$ cat src/rtl/watch_chain_reader.sv
// Debugger-side reader for the CPU watch scan chains: captures the selected chain,
// shifts it out with a generated scan clock and streams it LSB-first as bytes.
module watch_chain_reader #(
    parameter int CHAIN1_LEN = 382,
    parameter int CHAIN2_LEN = 9,
    parameter int TCK_DIV    = 2
) (
    input  logic       Clk,
    input  logic       Reset,
    input  logic       iStart,
    input  logic       iSel,
    output logic       oBusy,
    output logic       oDone,
    output logic       oScanClk,
    output logic       oScanIn,
    output logic [1:0] oScanCtrl1,
    output logic [1:0] oScanCtrl2,
    input  logic       iScanOut1,
    input  logic       iScanOut2,
    output logic [7:0] oData,
    output logic       oValid,
    input  logic       iReady
);

    localparam int MAX_LEN = (CHAIN1_LEN > CHAIN2_LEN) ? CHAIN1_LEN : CHAIN2_LEN;
    localparam int CNT_W   = ($clog2(MAX_LEN + 1) > 3) ? $clog2(MAX_LEN + 1) : 3;
    localparam int TMR_W   = (TCK_DIV > 1) ? $clog2(TCK_DIV) : 1;

    localparam logic [CNT_W-1:0] LEN1     = CNT_W'(CHAIN1_LEN);
    localparam logic [CNT_W-1:0] LEN2     = CNT_W'(CHAIN2_LEN);
    localparam logic [TMR_W-1:0] TMR_LAST = TMR_W'(TCK_DIV - 1);

    typedef enum logic [2:0] {
        IDLE,
        CAP_LO,
        CAP_HI,
        SH_LO,
        SH_HI,
        PUSH,
        DONE
    } state_t;

    state_t           state, state_n;
    logic [TMR_W-1:0] timer, timer_n;
    logic [CNT_W-1:0] bitcnt, bitcnt_n;
    logic [CNT_W-1:0] len;
    logic [7:0]       asm_q, asm_n;
    logic             sel, sel_n;
    logic             scan_bit;
    logic             phase_end;
    logic [1:0]       ctrl_n;

    assign len       = sel ? LEN2 : LEN1;
    assign scan_bit  = sel ? iScanOut2 : iScanOut1;
    assign phase_end = (timer == TMR_LAST);

    always_comb begin
        state_n  = state;
        timer_n  = timer;
        bitcnt_n = bitcnt;
        asm_n    = asm_q;
        sel_n    = sel;
        case (state)
            IDLE: begin
                if (iStart) begin
                    sel_n    = iSel;
                    bitcnt_n = '0;
                    asm_n    = '0;
                    timer_n  = '0;
                    state_n  = CAP_LO;
                end
            end
            CAP_LO: begin
                if (phase_end) begin
                    timer_n = '0;
                    state_n = CAP_HI;
                end else begin
                    timer_n = timer + 1'b1;
                end
            end
            CAP_HI: begin
                if (phase_end) begin
                    timer_n = '0;
                    state_n = SH_LO;
                end else begin
                    timer_n = timer + 1'b1;
                end
            end
            SH_LO: begin
                // Sample at the end of the low phase, just before the shifting rise.
                if (phase_end) begin
                    timer_n                = '0;
                    asm_n[bitcnt[2:0]]     = scan_bit;
                    bitcnt_n               = bitcnt + 1'b1;
                    if ((bitcnt_n[2:0] == 3'd0) || (bitcnt_n == len)) begin
                        state_n = PUSH;
                    end else begin
                        state_n = SH_HI;
                    end
                end else begin
                    timer_n = timer + 1'b1;
                end
            end
            SH_HI: begin
                if (phase_end) begin
                    timer_n = '0;
                    state_n = SH_LO;
                end else begin
                    timer_n = timer + 1'b1;
                end
            end
            PUSH: begin
                if (iReady) begin
                    asm_n   = '0;
                    state_n = (bitcnt == len) ? DONE : SH_HI;
                end
            end
            DONE: begin
                state_n = IDLE;
            end
            default: begin
                state_n = IDLE;
            end
        endcase
    end

    // Outputs are registered from the next state so every pin comes straight off a flop.
    always_comb begin
        ctrl_n = 2'b00;
        case (state_n)
            CAP_LO, CAP_HI:    ctrl_n = 2'b01;
            SH_LO, SH_HI, PUSH: ctrl_n = 2'b10;
            default:           ctrl_n = 2'b00;
        endcase
    end

    always_ff @(posedge Clk or posedge Reset) begin
        if (Reset) begin
            state      <= IDLE;
            timer      <= '0;
            bitcnt     <= '0;
            asm_q      <= '0;
            sel        <= 1'b0;
            oBusy      <= 1'b0;
            oDone      <= 1'b0;
            oScanClk   <= 1'b0;
            oScanCtrl1 <= 2'b00;
            oScanCtrl2 <= 2'b00;
            oValid     <= 1'b0;
        end else begin
            state      <= state_n;
            timer      <= timer_n;
            bitcnt     <= bitcnt_n;
            asm_q      <= asm_n;
            sel        <= sel_n;
            oBusy      <= (state_n != IDLE);
            oDone      <= (state_n == DONE);
            oScanClk   <= (state_n == CAP_HI) || (state_n == SH_HI);
            oScanCtrl1 <= sel_n ? 2'b00 : ctrl_n;
            oScanCtrl2 <= sel_n ? ctrl_n : 2'b00;
            oValid     <= (state_n == PUSH);
        end
    end

    assign oData   = asm_q;
    assign oScanIn = 1'b0;

endmodule

$ cat config.mk
export PLATFORM = sky130hd
export DESIGN_NAME = watch_chain_reader
export DESIGN_NICKNAME = d
export VERILOG_FILES = /design/src/rtl/watch_chain_reader.sv
export SDC_FILE = /design/constraint.sdc
export NUM_CORES = 1
export LEC_CHECK = 0
export CORE_UTILIZATION = 48
export DETAILED_ROUTE_END_ITERATION = 10
export PLACE_DENSITY_LB_ADDON = 0.08
export SYNTH_ARGS = -nofsm -noshare
export SYNTH_HDL_FRONTEND = slang
export SYNTH_SLANG_ARGS = --single-unit
$ cat constraint.sdc
create_clock -name Clk -period 2.25 [get_ports Clk]
set_clock_uncertainty 0.05 [all_clocks]
set_input_delay 0.5625 -clock Clk [delete_from_list [all_inputs] [get_ports Clk]]
set_output_delay 0.5625 -clock Clk [all_outputs]
set_load 0.005 [all_outputs]
==> results.sh <==
export IMPL_routed_via_density=5.74
export IMPL_regToRegSetupSlack_ps=80
export IMPL_dieArea_um2=3670
export IMPL_stdcell_area_um2=2190
export IMPL_grt_setup_unrepaired="false"
export IMPL_antenna_left=0
export IMPL_via_count=1503
export IMPL_layout_nets=226
export IMPL_ys_seq_area_share_pct=45.6
export IMPL_grt_pass1_vias=1419
export IMPL_place_area_um2=2020
export IMPL_cts_buffer_depth=2
export IMPL_hpwl_mm=2.87
export IMPL_syn_to_final_growth_pct=32.9
export IMPL_cts_sinks=30
export IMPL_min_period_over_period_pct=96.5
export IMPL_die_h_um=60.5
export IMPL_finalCriticalPeriod_ps=2170
export IMPL_ys_types=45
export IMPL_ir_drop_v=0.000522
export IMPL_arrival_ps=2370
export IMPL_grt_max_degree=15
export IMPL_cts_root_buf="clkbuf_4"
export IMPL_postSynthCellCount=180
export IMPL_cts_hold_buf=0
export IMPL_antenna_found_initial=0
export IMPL_synth_edf_count=0
export IMPL_start_util_pct=52.2
export IMPL_cap_violations=0
export IMPL_p_total_w=0.00254
export IMPL_grt_pass1_wl_mm=6.43
export IMPL_syn_num_nets=189
export IMPL_layout_commonest_cell="dfrtp_1"
export IMPL_worst_r2r_path_depth=5
export IMPL_drt_total_wl_mm=4.01
export IMPL_p_per_area_nw_per_um2=1160
export IMPL_clk_latency_ps=340
export IMPL_use_met2_pct=41.0
export IMPL_synth_ff_type="dfrtp_1"
export IMPL_cts_clk_slew_worst_paths_ps=100
export IMPL_worstSetupEndpointType="flip-flop"
export IMPL_groute_usage_overall_pct=24.6
export IMPL_wl_per_cell_um=15.3
export IMPL_critPathRequiredTime_ps=2440
export IMPL_synth_seq_cells=30
export IMPL_netlist_area_um2=1650
export IMPL_hold_ws_ps=475
export IMPL_hp_class="in2async"
export IMPL_n_antenna_cell=0
export IMPL_r2r_start="bitcnt[8]"
export IMPL_outcome="complete, no violations"
export IMPL_coreArea_um2=3150
export IMPL_cts_buffers=5
export IMPL_crit_type="reg2reg"
export IMPL_finalMaxSlewViolations=0
export IMPL_ys_warnings_count=0
export IMPL_port_buffers=22
export IMPL_r2r_end="oScanCtrl1[1]"
export IMPL_cts_tree="yes"
export IMPL_critPathLaunchType="flip-flop"
export IMPL_use_met1_pct=30.0
export IMPL_drive_gt1_share_pct=21.6
export IMPL_finalHoldViolCount=0
export IMPL_max_freq_mhz=460
export IMPL_final_cell_mix="dfrtp_1, clkdlybuf4s50_1, buf_4"
export IMPL_overflow=0
export IMPL_drt_pass1_iter_count=4
export IMPL_drc=0
export IMPL_async_reset_ff_share_pct=100
export IMPL_htreeDepth=2
export IMPL_fp_row_count=20
export IMPL_cp_max_fo=4
export IMPL_finalWeightedCongestion=0.827
export IMPL_die_x_um=60.5
export IMPL_power_leakage_nw=0.967
export IMPL_drt_iter0_markers=56
export IMPL_met3_usage_pct=6.82
export IMPL_grt_most_used_layer="met2"
export IMPL_finalSetupViolCount=0
export IMPL_utilization_pct=69.4
export IMPL_syn_area_per_cell_um2=9.14
export IMPL_ioPinCount=24
-- cell usage after synthesis (all sizes together) (2+ instances only) --
cell | instances | area (µm²)
o21ai | 19 | 95.1
a21o | 2 | 15.0
xnor2 | 4 | 35.0
mux2i | 2 | 20.0
clkbuf | 10 | 37.5
nand4 | 5 | 31.3
or3b | 3 | 26.3
nor2 | 12 | 45.0
nor3 | 2 | 10.0
a31oi | 8 | 50.1
o41ai | 3 | 26.3
a22o | 2 | 17.5
mux2 | 2 | 22.5
o311ai | 2 | 17.5
and3 | 6 | 41.3
nand2 | 13 | 48.8
nand3 | 6 | 30.0
nor2b | 6 | 37.5
inv | 9 | 33.8
o31ai | 3 | 22.5
dfrtp | 30 | 751
ha | 2 | 25.0
a21oi | 8 | 40.0
buf | 3 | 17.5
-- logic make-up after synthesis --
| kind of cell | count (synthesis) | share of synthesized area (%) |
|---|---|---|
| flops | 30 | 45.6 |
| mux | 4 | 2.59 |
| xor+xnor | 5 | 2.66 |
| fa+ha+maj | 2 | 1.52 |
| buf+inv | 22 | 5.40 |
| simple gates | 61 | 20.2 |
| compound gates | 55 | 21.8 |
| other cells | 1 | 0.228 |
-- routing by layer --
layer	up-vias	routed length, µm
li1	729	-
met1	736	1750
met2	30	2030
met3	8	154
met4	0	75
met5	-	0
-- stage by stage --
stage	setup WS, ps	instances	TNS [ps]
after detailed placement	-379	253	-2830
after global routing	9.92	262	0
after floorplan	30.4	180	0
after CTS	-39.3	261	-39.3
after global placement	-292	253	-2300
final	78.2	262	0
-- registers in the layout, indices dropped and copies added, names as in the netlist --
name / count
bitcnt: 9
oData: 8
state: 3
oScanCtrl1: 2
oScanCtrl2: 2
oBusy: 1
oDone: 1
oScanClk: 1
oValid: 1
phase_end: 1
sel: 1
-- power by group --
| group | switching, W | leakage [nW] | internal (W) |
|---|---|---|---|
| combinational | 0.000581 | 0.509 | 0.000588 |
| clock | 0.000206 | 0.0585 | 0.000376 |
| sequential | 0.000117 | 0.400 | 0.000669 |
| total | 0.000903 | 0.967 | 0.00163 |
-- worst max path at each step --
stage,depth (start not counted),startpoint,endpoint
after global placement,6,iStart,oScanCtrl1[0]
after global routing,5,bitcnt[8],oScanCtrl1[1]
final,5,bitcnt[8],oScanCtrl1[1]
after CTS,6,bitcnt[0],oScanClk
after floorplan,6,bitcnt[0],oScanClk
after detailed placement,6,iStart,oScanCtrl1[0]
-- critical path: stages (launching register included) --
cell	delay, ps
dfrtp_1	430
or3b_4	410
or4b_1	520
a211o_1	300
a21o_1	200
and3b_1	170
-- timing repair --
| action | 4_1_cts | 5_1_grt |
|---|---|---|
| buffers inserted | 0 | 1 |
| gates resized for setup | 3 | 7 |
| pin swaps | 2 | 2 |
| setup endpoints to repair | 3 | 4 |
| cloned | 0 | 0 |
-- area by class of cell --
type / count / area [µm²]
Tap cell: 44 / 55.1
Inverter: 9 / 33.8
Timing Repair Buffer: 43 / 378
Fill cell: 260 / 966
Clock inverter: 2 / 60.1
Clock buffer: 6 / 51.3
Sequential cell: 30 / 751
Multi-Input combinational cell: 128 / 858
Power figures use the tool's default switching activity.
